File: src/rtl/countdown_if.sv
// Menu-FSM / countdown-scheduler handshake bundle: control requests in,
// display bus plus status back out.
interface countdown_if;
  logic       start;
  logic [7:0] load_bcd;
  logic       cancel;
  logic       pause;
  logic       ack;
  logic [8:0] seconds;
  logic       busy;
  logic       timeout;

  modport master (
    output start, load_bcd, cancel, pause, ack,
    input  seconds, busy, timeout
  );

  modport slave (
    input  start, load_bcd, cancel, pause, ack,
    output seconds, busy, timeout
  );
endinterface

File: src/rtl/countdown_scheduler.sv
// Two-digit BCD countdown with an internal one-second prescaler.
// It supports pause, cancel and restart, and owns the display's seconds bus.
module countdown_scheduler #(
  parameter int TICK_DIV = 100_000_000
) (
  input  logic        clk,
  input  logic        reset,
  countdown_if.slave  bus
);

  localparam int PW = (TICK_DIV > 2) ? $clog2(TICK_DIV) : 1;
  localparam logic [PW-1:0] PRESC_LAST = PW'(TICK_DIV - 1);

  typedef enum logic [1:0] {
    IDLE = 2'd0,
    RUN  = 2'd1,
    DONE = 2'd2
  } state_e;

  state_e          state_q, state_d;
  logic [7:0]      count_q, count_d;
  logic [PW-1:0]   presc_q, presc_d;
  logic [8:0]      seconds_q, seconds_d;
  logic            busy_q, busy_d;
  logic            timeout_q, timeout_d;

  // Clamp each BCD nibble to 9 so the display never receives a non-decimal digit.
  function automatic logic [7:0] sanitize_bcd(input logic [7:0] v);
    logic [3:0] tens;
    logic [3:0] ones;
    tens = (v[7:4] > 4'd9) ? 4'd9 : v[7:4];
    ones = (v[3:0] > 4'd9) ? 4'd9 : v[3:0];
    return {tens, ones};
  endfunction

  function automatic logic [7:0] bcd_dec(input logic [7:0] v);
    if (v[3:0] != 4'd0) begin
      return {v[7:4], v[3:0] - 4'd1};
    end else begin
      return {v[7:4] - 4'd1, 4'd9};
    end
  endfunction

  // Next-state, count and prescaler logic; outputs are derived from the next state.
  always_comb begin
    state_d = state_q;
    count_d = count_q;
    presc_d = presc_q;

    if (bus.cancel) begin
      state_d = IDLE;
      count_d = 8'h00;
      presc_d = '0;
    end else if (bus.start) begin
      state_d = RUN;
      count_d = sanitize_bcd(bus.load_bcd);
      presc_d = '0;
    end else begin
      case (state_q)
        RUN: begin
          if (count_q == 8'h00) begin
            // A zero load expires on the next edge without waiting for a tick.
            state_d = DONE;
            presc_d = '0;
          end else if (bus.pause) begin
            presc_d = presc_q;
          end else if (presc_q == PRESC_LAST) begin
            presc_d = '0;
            count_d = bcd_dec(count_q);
            if (count_q == 8'h01) begin
              state_d = DONE;
            end else begin
              state_d = RUN;
            end
          end else begin
            presc_d = presc_q + PW'(1);
          end
        end
        DONE: begin
          presc_d = '0;
          if (bus.ack) begin
            state_d = IDLE;
            count_d = 8'h00;
          end else begin
            state_d = DONE;
          end
        end
        IDLE: begin
          presc_d = '0;
        end
        default: begin
          state_d = IDLE;
          count_d = 8'h00;
          presc_d = '0;
        end
      endcase
    end

    case (state_d)
      RUN:     seconds_d = {1'b1, count_d};
      DONE:    seconds_d = 9'h100;
      default: seconds_d = 9'h000;
    endcase
    busy_d    = (state_d == RUN);
    timeout_d = (state_d == DONE) && (state_q != DONE);
  end

  // State, count, prescaler and registered output flops.
  always_ff @(posedge clk) begin
    if (reset) begin
      state_q   <= IDLE;
      count_q   <= 8'h00;
      presc_q   <= '0;
      seconds_q <= 9'h000;
      busy_q    <= 1'b0;
      timeout_q <= 1'b0;
    end else begin
      state_q   <= state_d;
      count_q   <= count_d;
      presc_q   <= presc_d;
      seconds_q <= seconds_d;
      busy_q    <= busy_d;
      timeout_q <= timeout_d;
    end
  end

  assign bus.seconds = seconds_q;
  assign bus.busy    = busy_q;
  assign bus.timeout = timeout_q;

endmodule

File: src/flat_wrapper.sv
// flat-port wrapper written by rule: the top's interface ports become plain ports
module countdown_scheduler_flat 
#(
  parameter int TICK_DIV = 100_000_000
)
  (clk, reset, bus_start, bus_load_bcd, bus_cancel, bus_pause, bus_ack, bus_seconds, bus_busy, bus_timeout);
  countdown_if bus_i ();
  input  logic clk;
  input  logic reset;
  input wire logic [$bits(bus_i.start)-1:0] bus_start;
  input wire logic [$bits(bus_i.load_bcd)-1:0] bus_load_bcd;
  input wire logic [$bits(bus_i.cancel)-1:0] bus_cancel;
  input wire logic [$bits(bus_i.pause)-1:0] bus_pause;
  input wire logic [$bits(bus_i.ack)-1:0] bus_ack;
  output wire logic [$bits(bus_i.seconds)-1:0] bus_seconds;
  output wire logic [$bits(bus_i.busy)-1:0] bus_busy;
  output wire logic [$bits(bus_i.timeout)-1:0] bus_timeout;
  assign bus_i.start = bus_start;
  assign bus_i.load_bcd = bus_load_bcd;
  assign bus_i.cancel = bus_cancel;
  assign bus_i.pause = bus_pause;
  assign bus_i.ack = bus_ack;
  assign bus_seconds = bus_i.seconds;
  assign bus_busy = bus_i.busy;
  assign bus_timeout = bus_i.timeout;
  countdown_scheduler #(.TICK_DIV(TICK_DIV)) u_core (.clk(clk), .reset(reset), .bus(bus_i));
endmodule
File: config.mk
export PLATFORM = sky130hd
export DESIGN_NAME = countdown_scheduler_flat
export DESIGN_NICKNAME = d
export VERILOG_FILES = /design/src/rtl/countdown_if.sv /design/src/rtl/countdown_scheduler.sv /design/src/flat_wrapper.sv
export SDC_FILE = /design/constraint.sdc
export NUM_CORES = 1
export LEC_CHECK = 0
export BUFFER_PORTS_ARGS = -buffer_cell sky130_fd_sc_hd__buf_4
export CORE_MARGIN = 2
export CORE_UTILIZATION = 58
export DETAILED_ROUTE_END_ITERATION = 10
export PLACE_DENSITY = 0.79
export SYNTH_ARGS = -nofsm -noshare
export SYNTH_HDL_FRONTEND = slang
export SYNTH_SLANG_ARGS = --single-unit
File: constraint.sdc
create_clock -name clk -period 2.9 [get_ports clk]
set_input_delay 0.435 -clock clk [delete_from_list [all_inputs] [get_ports clk]]
set_output_delay 0.435 -clock clk [all_outputs]
set_load 0.005 [all_outputs]
Yosys cells after proc, flatten, opt, wreduce, memory -nomap -nowiden
Index checks and enable logic that the tools add are counted.

operators by class
  add/sub/neg operators = 3
  $lt $le $gt $ge = 2
  equality and inequality tests = 7
  multiplexer cells = 20
  bitwise gates (word level) = 1
  reductions and logical operators = 5

operators by type and width
  cell                   count
  $mux 8                 7
  $add 27x1->27 const B  1
  $eq 27x27->1 const B   1
  $mux 27                1
  $pmux 8 s3             1
  $pmux 9 s2             1
  $mux 2                 7
  $eq 8x1->1 const B     1
  $gt 4x4->1 const B     2
  $logic_not 8->1        1
  $mux 4                 2
  $sub 4x1->4 const B    2
  $pmux 2 s3             1
  $reduce_or 5->1        1
  $eq 2x1->1 const B     2
  $eq 2x2->1 const B     2
  $reduce_bool 4->1      1
  $logic_not 2->1        1
  $ne 2x2->1 const B     1
  $logic_and 1x1->1      1
  $not 1->1              1

word-level totals
  flip-flop bits (word level) = 48
  bits of input ports = 14

Logic depth before layout (Yosys ltp)
  depth after elaboration = 10
  depth in mapped cells = 13
  depth with buffers taken out = 12

Least setup slack after synthesis
OpenSTA, ideal clock, no wires.

  path kind = reg-to-reg
  from = register u_core.presc_q[0]
  to = register u_core.seconds_q[5] (netlist: u_core.bus.seconds[5])
  library setup time = 0.088 ns
  data arrival time = 2.500 ns
  data required time = 2.812 ns
  path slack = 0.313 ns
  cell stages (with the launch flop) = 14
  path buffers = 1
  cells stage by stage = dfxtp_1 ha_1 and4b_1 clkbuf_1 nand4_1 o21ai_0 and2_1 o31a_1 ha_1 nor2_1 nand3b_1 nor3_1 a31oi_1 o31ai_1

on the way
  cells in the longest elaborated chain, start to end = 9

ends and longest elaborated chain
  element                                   RTL line                    source
  start: declaration                        countdown_scheduler.sv:22   logic [PW-1:0] presc_q, presc_d;
  start signal: assignment                  countdown_scheduler.sv:120  presc_q <= presc_d;
  $eq 27x27->1 *                            countdown_scheduler.sv:67   end else if (presc_q == PRESC_LAST) begin
  $mux 2                                    countdown_scheduler.sv:67
  $mux 2                                    countdown_scheduler.sv:65   end else if (bus.pause) begin
  $mux 2                                    countdown_scheduler.sv:61   if (count_q == 8'h00) begin
  $pmux 2 s3                                countdown_scheduler.sv:59   case (state_q)
  $mux 2                                    countdown_scheduler.sv:54   end else if (bus.start) begin
  $mux 2                                    countdown_scheduler.sv:50   if (bus.cancel) begin
  $eq 2x2->1 or $eq 2x1->1 (tied branches)  countdown_scheduler.sv:99   case (state_d)
  $pmux 9 s2 *                              countdown_scheduler.sv:99
  end signal: assignment                    countdown_scheduler.sv:121  seconds_q <= seconds_d;
  end: declaration                          countdown_scheduler.sv:23   logic [8:0] seconds_q, seconds_d;

Mark *: on every way between the ends. The rest lies on a longest branch, timed or not.
A chain may end at the register's enable or synchronous reset.

Worst setup path after layout
  from = register u_core.count_q[4]
  to = register u_core.seconds_q[6] (netlist: u_core.bus.seconds[6])

on the way
  cells in the longest elaborated chain, start to end = 10

ends and longest elaborated chain
  element                                   RTL line                    source
  start: declaration                        countdown_scheduler.sv:21   logic [7:0] count_q, count_d;
  start signal: assignment                  countdown_scheduler.sv:119  count_q <= count_d;
  $eq 8x1->1                                countdown_scheduler.sv:70   if (count_q == 8'h01) begin
  $mux 2                                    countdown_scheduler.sv:70
  $mux 2                                    countdown_scheduler.sv:67
  $mux 2                                    countdown_scheduler.sv:65
  $mux 2                                    countdown_scheduler.sv:61
  $pmux 2 s3                                countdown_scheduler.sv:59
  $mux 2                                    countdown_scheduler.sv:54
  $mux 2                                    countdown_scheduler.sv:50
  $eq 2x2->1 or $eq 2x1->1 (tied branches)  countdown_scheduler.sv:99
  $pmux 9 s2 *                              countdown_scheduler.sv:99

Marks and branches as above.

==> impl_metrics.yaml <==
floorplanning:
  io_pins: 25
  die_h_um: 69.3
  die-width_um: 69.3
  design.die.area_um2: 4810
  std_cell_rows: 23
  core_um2: 4060
  initial_core_util: 0.610
final_layout:
  most_common_cell_after_layout_fill_and_taps_aside: "sky130_fd_sc_hd__dfxtp_1"
  finish.net_count: 332
  final_cell_area_um2: 2830
  top_library_cells_by_usage_in_the_layout_fill_and_taps_aside: "sky130_fd_sc_hd__dfxtp_1, sky130_fd_sc_hd__nor2_1, sky130_fd_sc_hd__buf_4"
  finalNonFillerCells: 364
  post_route_cells_drive_above_1_share: 0.166
  area_growth_pct: 14.4
  insertedDiodeCount: 0
setup_path:
  r2r-end: "u_core.bus.seconds[6]$_SDFF_PP0_"
  worst_r2r_startpoint: "u_core.count_q[4]$_SDFF_PP0_"
  worst_setup_path_end_kind: "flip-flop"
  worst-setup-path-type: "reg -> reg"
  critPathArrivalTime_ns: 2.89
  critical_path_required_ns: 3.13
  r2r_slack_ns: 0.24
  cp_max_fo: 6
  setup.worst_path.end: "u_core.bus.seconds[6]$_SDFF_PP0_"
  reg2reg_depth: 11
  critical_path.startpoint_type: "flip-flop"
  critical_path.startpoint: "u_core.count_q[4]$_SDFF_PP0_"
worst_hold_path:
  holdCritPathClass: "in -> reg"
  worst_hold_path.num_cells: 2
sta:
  min_period_over_period: 0.916
  final.setup_skew_ns: 0.00846
  final-setup-viol-count: 0
  period_minus_slack_ns: 2.66
  slew_violations: 0
  worstMarginPinSlew_ns: 0.513
  timing.max_slew.rel_slack: 0.653
  report.final.hold_viol_count: 0
  maxClockFrequency_ghz: 0.377
synthesis:
  yosysTopAreaCellShare: 0.388
  synthesis.yosys.warnings: 0
  synthArstFlopShare: 0
  synth-edff-count: 0
  yosysUniqueCellTypes: 55
  synth_top_area_cell: "sky130_fd_sc_hd__dfxtp_1"
  syn_nets: 305
  synth_area_per_cell_um2: 8.66
  synthCells: 286
  synth-seq-area-share: 0.388
  synth_area_leaders: "sky130_fd_sc_hd__dfxtp_1, sky130_fd_sc_hd__nor2_1, sky130_fd_sc_hd__xnor2_1, sky130_fd_sc_hd__xor2_1, sky130_fd_sc_hd__nor3_1"
  cell_area_synth_um2: 2480
  postSynthRegisterBits: 48
  synth_top_flop_cell: "sky130_fd_sc_hd__dfxtp_1"
detailed_routing:
  drc: 0
  avgViaCountPerCell: 6.17
  first_pass_iters: 4
  wirelength_um: 5740
  via_count: 2247
  postRouteAntennaNets: 0
  routedWlPerCell_um: 15.8
  drtIter0Drc: 155
clock_network:
  tritoncts.num_buffers: 5
  clock_tree.buffer_depth: 2
  clk_pin_slew_ns: 0.09
  htreeDepth: 2
  cts_post_setup_buffers_inserted: 0
  cts_root_buf: "sky130_fd_sc_hd__clkbuf_8"
  tritoncts: "done"
  ctsHoldBuffers: 0
  clock_sinks: 48
  cts_resized: 0
  clock_latency_ns: 0.30
global_route:
  all_layer_gr_usage: 0.237
  grt_start_max_net_pins: 28
  first_global_vias: 2090
  grt_first_pass_wirelength_um: 9400
  antenna_found_initial: 0
  overflow: 0
run_status:
  status: "finished clean"
power_and_ir_drop:
  power.density_cell_area_nw_per_um2: 441
  power.leakage_uw: 0.000975
  irDropWorstVdd_mv: 0.375
placement:
  dpl_cell_area_um2: 2710
  port-buffer-count: 24
  detailed_place_hpwl_um: 4160
  weighted_congestion_reported_at_the_end_of_routability_driven_placement: 0.984
  dp.cells: 356
run:
  max_capacitance_violation_count: 0
## stage by stage
stage	worst slack [ns]	total power (uW)	setup TNS, ns	util	hold WS [ns]
after floorplan	0.313	743	0	-	0.472
after global placement	0.352	779	0	0.669	0.493
after detailed placement	0.210	779	0	0.669	0.515
after CTS	0.210	1260	0	0.696	0.322
after global routing	-0.00382	1290	-0.00382	0.698	0.323
final	0.245	1250	0	0.698	0.326
## cell usage after synthesis (7+ instances only)
cell / number
sky130_fd_sc_hd__o21ai_0: 7
sky130_fd_sc_hd__nand4_1: 8
sky130_fd_sc_hd__dfxtp_1: 48
sky130_fd_sc_hd__nand2_1: 15
sky130_fd_sc_hd__nor2_1: 42
sky130_fd_sc_hd__xnor2_1: 16
sky130_fd_sc_hd__xor2_1: 10
sky130_fd_sc_hd__nor3_1: 15
sky130_fd_sc_hd__a21oi_1: 8
sky130_fd_sc_hd__nor4_1: 12
sky130_fd_sc_hd__nand3_1: 11
## critical path, stage by stage (launching register included)
cell                       delay (ns)
sky130_fd_sc_hd__dfxtp_1         0.33
sky130_fd_sc_hd__inv_1           0.10
sky130_fd_sc_hd__ha_1            0.18
sky130_fd_sc_hd__or3b_2          0.50
sky130_fd_sc_hd__nor4_2          0.20
sky130_fd_sc_hd__and2_1          0.22
sky130_fd_sc_hd__o31a_1          0.15
sky130_fd_sc_hd__ha_1            0.23
sky130_fd_sc_hd__nor2_1          0.13
sky130_fd_sc_hd__nand3b_1        0.17
sky130_fd_sc_hd__buf_4           0.21
sky130_fd_sc_hd__nor3_1          0.17
## area by class of cell
type | count | area, um2
fillers | 327 | 1230
inverters | 5 | 18.8
repair buffers | 30 | 225
well taps | 50 | 62.6
multi-input cells | 223 | 1450
flip-flops and latches | 48 | 961
clock inverters | 3 | 42.5
clock buffers | 5 | 68.8
## flip-flops by register name (all words and copies together), names as in the netlist
name                cells
u_core.bus.seconds      9
u_core.presc_q         27
u_core.count_q          8
u_core.state_q          2
u_core.bus.timeout      1
u_core.bus.busy         1
## logic make-up (layout without fill, tap and decap cells)
kind of cell / after synthesis / after routing / synth area share
flops: 48 / 48 / 0.388
xor+xnor: 26 / 26 / 0.0920
buf+inv: 15 / 43 / 0.0278
mux: 2 / 2 / 0.00859
fa+ha+maj: 5 / 5 / 0.0253
simple gates: 147 / 147 / 0.332
compound gates: 43 / 43 / 0.126
## metal layers
layer  up-vias  track usage  part of all wire
li1       1098            -                 -
met1      1051        0.285              0.42
met2        85        0.413              0.51
met3        13       0.0480             0.052
met4         0       0.0915             0.020
met5         -            0                 0
## worst min-delay path by stage
stage	from	to	slack [ns]
after global placement	u_core.presc_q[7]$_SDFFE_PP0N_	u_core.presc_q[7]$_SDFFE_PP0N_	0.49
final	reset	u_core.state_q[1]$_SDFF_PP0_	0.33
after detailed placement	u_core.presc_q[7]$_SDFFE_PP0N_	u_core.presc_q[7]$_SDFFE_PP0N_	0.51
after floorplan	u_core.presc_q[7]$_SDFFE_PP0N_	u_core.presc_q[7]$_SDFFE_PP0N_	0.47
after global routing	reset	u_core.bus.busy$_SDFF_PP0_	0.32
after CTS	reset	u_core.state_q[1]$_SDFF_PP0_	0.32
## where the power goes
group / total (uW) / leakage (uW) / internal (uW) / switching [uW]
clock: 481 / 0.0000541 / 255 / 226
sequential: 673 / 0.000388 / 665 / 7.59
combinational: 94.5 / 0.000533 / 42.2 / 52.2
Note: power is estimated with default switching activity, not from simulation.
